[config.mk]
export PLATFORM = sky130hd
export DESIGN_NAME = sdram_arbit
export DESIGN_NICKNAME = d
export VERILOG_FILES = /design/src/rtl/sdram_arbit.sv
export SDC_FILE = /design/constraint.sdc
export NUM_CORES = 1
export LEC_CHECK = 0
export ABC_AREA = 1
export CORE_MARGIN = 5
export CORE_UTILIZATION = 31
export CTS_CLUSTER_SIZE = 25
export DETAILED_ROUTE_END_ITERATION = 8
export GPL_ROUTABILITY_DRIVEN = 0
export MAX_ROUTING_LAYER = met4
export PLACE_DENSITY_LB_ADDON = 0.15
export SYNTH_ARGS = -nofsm -noshare
export SYNTH_HDL_FRONTEND = slang
export SYNTH_SLANG_ARGS = --single-unit
[constraint.sdc]
create_clock -name sys_clk -period 1.38 [get_ports sys_clk]
set_input_delay 0.276 -clock sys_clk [delete_from_list [all_inputs] [get_ports sys_clk]]
set_output_delay 0.276 -clock sys_clk [all_outputs]
set_load 0.05 [all_outputs]
[src/rtl/sdram_arbit.sv]
// sdram_arbit: arbiter and command multiplexer for the SDRAM controller.
// The init sequencer owns the bus until init_end. After that, grants go to
// refresh, write and read. Refresh has priority. Write and read alternate
// when both are pending. A watchdog ends any grant whose *_end never arrives.
module sdram_arbit #(
    parameter int               DATA_W      = 16,
    parameter int               CNT_W       = 11,
    parameter logic [CNT_W-1:0] TIMEOUT_MAX = 11'd2000
) (
    input  logic              sys_clk,
    input  logic              sys_rst,
    input  logic [3:0]        init_cmd,
    input  logic [1:0]        init_ba,
    input  logic [12:0]       init_addr,
    input  logic              init_end,
    input  logic              aref_req,
    input  logic [3:0]        aref_cmd,
    input  logic [1:0]        aref_ba,
    input  logic [12:0]       aref_addr,
    input  logic              aref_end,
    input  logic              wr_req,
    input  logic [3:0]        wr_cmd,
    input  logic [1:0]        wr_ba,
    input  logic [12:0]       wr_addr,
    input  logic              wr_sdram_en,
    input  logic [DATA_W-1:0] wr_data,
    input  logic              wr_end,
    input  logic              rd_req,
    input  logic [3:0]        rd_cmd,
    input  logic [1:0]        rd_ba,
    input  logic [12:0]       rd_addr,
    input  logic              rd_end,
    output logic              aref_en,
    output logic              wr_en,
    output logic              rd_en,
    output logic              sdram_cke,
    output logic              sdram_cs_n,
    output logic              sdram_ras_n,
    output logic              sdram_cas_n,
    output logic              sdram_we_n,
    output logic [1:0]        sdram_ba,
    output logic [12:0]       sdram_addr,
    output logic [DATA_W-1:0] sdram_dq_out,
    output logic              sdram_dq_oe,
    output logic              arb_err
);

    typedef enum logic [2:0] {INIT, ARBIT, AREF, WRITE, READ} state_t;

    localparam logic [CNT_W-1:0] ONE     = {{(CNT_W-1){1'b0}}, 1'b1};
    localparam logic [CNT_W-1:0] WD_LAST = TIMEOUT_MAX - ONE;
    localparam logic [3:0]       NOP     = 4'b0111;

    state_t           state;
    logic             last_wr;
    logic [CNT_W-1:0] wdog;
    logic             grant_end;
    logic             wd_hit;

    // The completion pulse counts only when it belongs to the current grant.
    always_comb begin
        grant_end = (state == AREF  && aref_end) ||
                    (state == WRITE && wr_end)   ||
                    (state == READ  && rd_end);
        wd_hit    = (wdog == WD_LAST);
    end

    // Grant FSM, enables, watchdog and the sticky error flag.
    always_ff @(posedge sys_clk) begin
        if (sys_rst) begin
            state     <= INIT;
            aref_en   <= 1'b0;
            wr_en     <= 1'b0;
            rd_en     <= 1'b0;
            sdram_cke <= 1'b0;
            arb_err   <= 1'b0;
            last_wr   <= 1'b0;
            wdog      <= '0;
        end else begin
            sdram_cke <= 1'b1;
            case (state)
                INIT: begin
                    wdog <= '0;
                    if (init_end) state <= ARBIT;
                end
                ARBIT: begin
                    wdog <= '0;
                    if (aref_req) begin
                        state   <= AREF;
                        aref_en <= 1'b1;
                    end else if (wr_req && !(rd_req && last_wr)) begin
                        state   <= WRITE;
                        wr_en   <= 1'b1;
                        last_wr <= 1'b1;
                    end else if (rd_req) begin
                        state   <= READ;
                        rd_en   <= 1'b1;
                        last_wr <= 1'b0;
                    end
                end
                AREF, WRITE, READ: begin
                    if (grant_end || wd_hit) begin
                        state   <= ARBIT;
                        aref_en <= 1'b0;
                        wr_en   <= 1'b0;
                        rd_en   <= 1'b0;
                        wdog    <= '0;
                        // A completion in the timeout cycle is a normal end.
                        if (!grant_end) arb_err <= 1'b1;
                    end else begin
                        wdog <= wdog + ONE;
                    end
                end
                default: state <= INIT;
            endcase
        end
    end

    // The command bus follows whichever agent owns the state. ARBIT drives a NOP.
    always_comb begin
        {sdram_cs_n, sdram_ras_n, sdram_cas_n, sdram_we_n} = NOP;
        sdram_ba   = 2'b11;
        sdram_addr = 13'h1fff;
        case (state)
            INIT: begin
                {sdram_cs_n, sdram_ras_n, sdram_cas_n, sdram_we_n} = init_cmd;
                sdram_ba   = init_ba;
                sdram_addr = init_addr;
            end
            AREF: begin
                {sdram_cs_n, sdram_ras_n, sdram_cas_n, sdram_we_n} = aref_cmd;
                sdram_ba   = aref_ba;
                sdram_addr = aref_addr;
            end
            WRITE: begin
                {sdram_cs_n, sdram_ras_n, sdram_cas_n, sdram_we_n} = wr_cmd;
                sdram_ba   = wr_ba;
                sdram_addr = wr_addr;
            end
            READ: begin
                {sdram_cs_n, sdram_ras_n, sdram_cas_n, sdram_we_n} = rd_cmd;
                sdram_ba   = rd_ba;
                sdram_addr = rd_addr;
            end
            default: ;
        endcase
    end

    // DQ is driven only during the data phase of a write grant.
    always_comb begin
        sdram_dq_out = wr_data;
        sdram_dq_oe  = (state == WRITE) && wr_sdram_en;
    end

endmodule

==> impl_metrics.yaml, run 1 <==
clock_tree:
  cts.sinks: 20
  cts-root-buf: "clkbuf_8"
  clk_pin_slew_ns: 0.08
  htree_levels: 1
  cts_buffer_depth: 2
  cts_made_buffers: 3
  clock_latency_ns: 0.26
  cts_tree: "done"
critical_path:
  worstPathRequired_ns: 1.10
  cp_max_fo: 9
  arrival_ns: 1.50
  worstReg2RegEnd: "wdog[2]"
  critPathCaptureType: "output port"
  r2r-start: "state[2]"
  path_class: "reg -> out"
  startpoint_type: "flop"
  r2r_cells: 10
  r2r_slack_ns: -0.24
drt:
  first_pass_iters: 4
  vias: 2404
  drtIter0Drc: 75
  post_drt_wl_per_cell_um: 16.7
  wirelength_um: 8030
  vias_per_cell: 4.99
  ant_nets: 0
  drc: 0
grt:
  grt_pass1_wl_um: 11700
  grt_max_degree: 20
  grt.total_usage_pct: 19.8
  grt_pass1_vias: 2375
  antenna_found_initial: 0
  gr-total-overflow: 0
cells_and_area:
  num-fill-cells: 451
  post-route-util_pct: 68.5
  antenna_cells: 0
  nets: 511
  area_growth_pct: 117
  drive_above_1_share_pct: 44.2
power_and_ir_drop:
  ir_drop_mv: 1.80
  p_leak_uw: 0.00170
  power_uw: 8750
  power_density_nw_per_um2: 2190
timing:
  rsz0062_at_grt: "yes"
  setup_viol: 38
  fin_crit_ns: 1.77
  slew_headroom_pct: 67.6
  hold_violations: 0
  fmax_ghz: 0.564
  slew_violations: 0
  tightest_slew_ns: 0.485
  skew_ns: 0.00151
  fin_ws_ns: -0.392
  min_period_over_period_pct: 128
logic_synthesis:
  yosys_most_used_dff: "dfxtp_1"
  synthTopCellsByCount: "nand2_1, nand3_1, nor2_1"
  synth_area_leaders: "dfxtp_1, nand2_1, a221oi_2"
  syn_nets: 382
  synth_top_area_cell: "dfxtp_1"
  syn_area_um2: 1840
  synth_edf_count: 0
  synth_top_cell_area_share_pct: 21.7
  yosys_warnings: 0
  yosysMostFrequentCell: "nand2_1"
  synth_cells: 279
  synth-seq-area-share_pct: 21.7
  ys_seq_elements: 20
  async_reset_ff_share_pct: 0
  yosysUniqueCellTypes: 29
  syn_area_per_cell_um2: 6.61
floorplanning:
  die_area_um2: 7590
  die_h_um: 87.1
  ios: 143
  core_area_um2: 5850
  start_util_pct: 31.5
  die_x_um: 87.1
  rows: 28
hold_path:
  whs_path_depth: 2
  hp-start: "last_wr"
  min_to: "last_wr"
  hold_class: "reg -> reg"
place:
  port_buffers: 110
  hpwl_um: 5550
  pre_cts_ws_ns: -0.299
status:
  violations: "setup timing"
  status: "finished, violations left"
run:
  drv_cap: 0
[what timing repair did]
action | in CTS | in global routing
hold buffers | 0 | 0
endpoints found under the setup margin | 39 | 39
gates cloned | 2 | 3
setup buffers | 7 | 5
gates resized for setup | 51 | 53
pin swaps | 16 | 18
[through the flow]
step / std cells / cell area (µm²) / hold slack, ns / setup TNS, ns
after floorplan: 279 / 1920 / 0.345 / -4.14
after detailed placement: 463 / 3400 / 0.480 / -7.38
after CTS: 475 / 3750 / 0.497 / -8.79
after global placement: 463 / 3400 / 0.466 / -6.16
after global routing: 482 / 4010 / 0.491 / -13.55
final: 482 / 4010 / 0.468 / -10.60
[where the power goes]
group / switching, µW / internal, µW / total [µW]
Combinational: 3920 / 3480 / 7400
Clock: 203 / 387 / 590
Sequential: 94.2 / 671 / 765
Total: 4220 / 4530 / 8750
[per-layer routing]
layer	share of wire (%)	track usage, %
met1	39	23.4
met2	50	34.3
met3	9.2	4.16
met4	2.4	4.60
met5	0	-
[logic make-up (layout without fill, tap and decap cells)]
| logic type | count (synthesis) | in the layout | synth area share (%) |
|---|---|---|---|
| AO/OA/AOI/OAI | 33 | 33 | 16.7 |
| flip-flops | 20 | 20 | 21.7 |
| buffers and inverters | 51 | 178 | 16.3 |
| AND/OR/NAND/NOR | 167 | 168 | 41.2 |
| adder cells (fa/ha/maj) | 1 | 1 | 0.679 |
| multiplexers | 1 | 1 | 0.543 |
| XOR/XNOR | 6 | 6 | 2.85 |
[layout make-up]
cell class              count  area, µm²  area share (%)
well taps                  75       93.8            2.34
repair inverters            2       12.5           0.312
multi-input cells         209       1510            37.7
repair buffers            151       1810            45.1
inverters                  21       98.8            2.47
flip-flops and latches     20        412            10.3
clock inverters             1       30.0           0.750
clock buffers               3       41.3            1.03
[worst max-delay path, stage by stage (launching register included)]
cell	delay, ns
dfxtp_4	0.37
inv_2	0.06
nand3_4	0.13
inv_4	0.09
nand2_1	0.07
nand2_1	0.05
a221oi_2	0.20
nand2_2	0.10
buf_12	0.16
[worst max path at each step]
stage	slack, ns	depth (start not counted)	end	start
5_1_grt	-0.49	7	sdram_cas_n	state[1]
3_3_place_gp	-0.25	6	sdram_ba[0]	rd_ba[0]
2_1_floorplan	-0.29	8	sdram_cs_n	state[1]
6_report	-0.39	8	sdram_ras_n	state[2]
3_5_place_dp	-0.30	6	sdram_ba[0]	state[2]
4_1_cts	-0.38	7	sdram_addr[5]	state[1]
[sequential cells by signal, indices dropped and copies added, names as in the netlist]
signal and count:
arb_err 1, state 3, wr_en 1, sdram_cke 1
rd_en 1, wdog 11, last_wr 1, aref_en 1
[layout by cell type, fill, tap and decap left out, drive strengths merged, types with 4 or more instances in the layout]
master	n
buf	65
nand3	32
nand2	96
xor2	5
nor2	29
clkbuf	4
dfxtp	20
nor3	5
inv	23
a21oi	8
clkdlybuf4s50	85
a221oi	18
nand4	6
o21ai	4
(Power assumes the default switching activity.)
==> inputs of run 2 (changes only) <==
--- a/config.mk
+++ b/config.mk
@@ -6,8 +6,9 @@
 export NUM_CORES = 1
 export LEC_CHECK = 0
 export ABC_AREA = 1
+export CAP_MARGIN = 40
 export CORE_MARGIN = 5
-export CORE_UTILIZATION = 31
+export CORE_UTILIZATION = 34
 export CTS_CLUSTER_SIZE = 25
 export DETAILED_ROUTE_END_ITERATION = 8
 export GPL_ROUTABILITY_DRIVEN = 0
==> constraint.sdc (replaced) <==
create_clock -name sys_clk -period 1.9 [get_ports sys_clk]
set_input_delay 0.38 -clock sys_clk [delete_from_list [all_inputs] [get_ports sys_clk]]
set_output_delay 0.38 -clock sys_clk [all_outputs]
set_load 0.05 [all_outputs]
==> run 2 against run 1 <==
Against the previous run: the run still ends with setup timing left; die area fell by 7.8%; core utilization fell by 3.1 points; first-iteration DRC count rose by 44%; sequential power fell by 29%.
==> impl_metrics.yaml, run 2 (synthesis results as in run 1) <==
status:
  status: "finished, violations left"
  violations: "setup timing"
grt:
  antenna_found_initial: 0
  grt_pass1_wl_um: 11500
  grt.total_usage_pct: 20.6
  grt_max_degree: 21
  grt_pass1_vias: 2071
  gr-total-overflow: 0
critical_path:
  cp_num_buf_inv: 3
  critPathCaptureType: "output port"
  arrival_ns: 1.58
  cp_slowest_cell: "dfxtp_4"
  crit_chain: "inv_4 > nand3_4 > clkinvlp_4 > nand2_1 > nand2_1 > a221oi_2 > nand2_1 > buf_12"
  cp_max_fo: 5
  startpoint_type: "flop"
  critPathMostFrequentCell: "nand2_1"
  path_class: "reg -> out"
  worstPathRequired_ns: 1.52
  crit_path_max_incr_delay_ns: 0.38
  critPathTopFamily: "simple AND/OR/NAND/NOR gates"
drt:
  vias_per_cell: 4.94
  drtIter0Drc: 108
  wirelength_um: 7200
  first_pass_iters: 4
  vias: 2232
  drc: 0
  ant_nets: 0
  post_drt_wl_per_cell_um: 15.9
clock_tree:
  htree_levels: 1
  cts.sinks: 20
  hold_buffers: 0
  cts_tree: "done"
  cts-root-buf: "clkbuf_8"
  cts_made_buffers: 3
  cts_buffer_depth: 2
  clock_latency_ns: 0.26
  clk_pin_slew_ns: 0.08
place:
  dp_cells: 436
  hpwl_um: 5320
  dpl_cell_area_um2: 3090
  pre_cts_ws_ns: 0.0886
  port_buffers: 110
floorplanning:
  die_area_um2: 6990
  die_x_um: 83.6
  ios: 143
  die_h_um: 83.6
  core_area_um2: 5170
  rows: 26
  start_util_pct: 35.6
timing:
  fin_ws_ns: -0.0594
  slew_headroom_pct: 66.8
  setup_tns_ns: -0.827
  min_period_over_period_pct: 103
  skew_ns: 0.00412
  hold_violations: 0
  slew_violations: 0
  fmax_ghz: 0.510
  rsz0062_at_grt: "yes"
  setup_viol: 19
  fin_crit_ns: 1.96
  tightest_slew_ns: 0.497
power_and_ir_drop:
  p_leak_uw: 0.00147
  power_uw: 5580
  power_density_nw_per_um2: 1650
  ir_drop_mv: 1.12
cells_and_area:
  largest_register_ffs: 11
  design_area_um2: 3380
  area_growth_pct: 83.4
  top_regs: "wdog (11), state (3)"
  drive_above_1_share_pct: 23.3
  final_common_cell: "clkdlybuf4s50_1"
  antenna_cells: 0
  top_register: "wdog"
  nets: 486
  final_cell_mix: "clkdlybuf4s50_1, nand2_1, nand3_1"
  layoutNonFillerInstCount: 452
run:
  drv_cap: 0
hold_path:
  hold_class: "reg -> reg"
==> run 2: cell count changes in the layout (fill, tap and decap cells not counted), sizes merged <==
cell	previous run	this run
nand3	32	31
clkinvlp	0	2
buf	65	35
clkdlybuf4s50	85	90
inv	23	22
==> run 2: through the flow <==
stage / utilization, % / hold WS [ns]
floorplan: - / 0.448
global placement: 59.7 / 0.442
detailed placement: 59.7 / 0.460
CTS: 64.5 / 0.475
global route: 65.3 / 0.507
finish: 65.3 / 0.464
==> run 2: worst paths after layout <==
check        depth (start not counted)  slack, ns     start       endpoint
max                                  8      -0.06  state[2]  sdram_addr[0]
min                                  2       0.46     rd_en          rd_en
max reg2reg                         10       0.34  state[1]       state[0]
min reg2reg                          2       0.46     rd_en          rd_en
==> run 2: routing by layer <==
layer  track usage (%)  wire (µm)  up-vias
li1                  -          -     1124
met2              32.2       3350       88
met3              3.55        458        6
met4              3.65         59        0
met5                 -          0        -
met1              28.1       3340     1014
==> run 2: area by class of cell <==
| class | count | area (µm²) |
|---|---|---|
| fill | 437 | 1790 |
| timing repair buffer | 126 | 1480 |
| multi-input combinational | 208 | 1220 |
| sequential | 20 | 412 |
| inverter | 21 | 91.3 |
| tap | 70 | 87.6 |
| clock buffer | 3 | 41.3 |
| clock inverter | 1 | 30.0 |
| timing repair inverter | 3 | 21.3 |
==> run 2: worst register-to-register path, delay by kind of cell, from the launching register on <==
family | cells | cell delay [ns]
buffers and inverters | 4 | 0.50
and+or+nand+nor | 5 | 0.41
DFF | 1 | 0.37
AOI/OAI and AO/OA | 1 | 0.17
==> run 2: timing repair <==
item | CTS | global route
endpoints found under the setup margin | 19 | 19
pin swaps | 14 | 9
gates resized for setup | 27 | 8
cloned | 4 | 1
setup buffers | 6 | 2
hold endpoints to repair | 0 | 0
==> run 2: power breakdown <==
part,internal [µW],leakage (µW),switching [µW]
sequential,487,0.000165,58.5
combinational,2090,0.00127,2520
clock,281,0.0000357,151
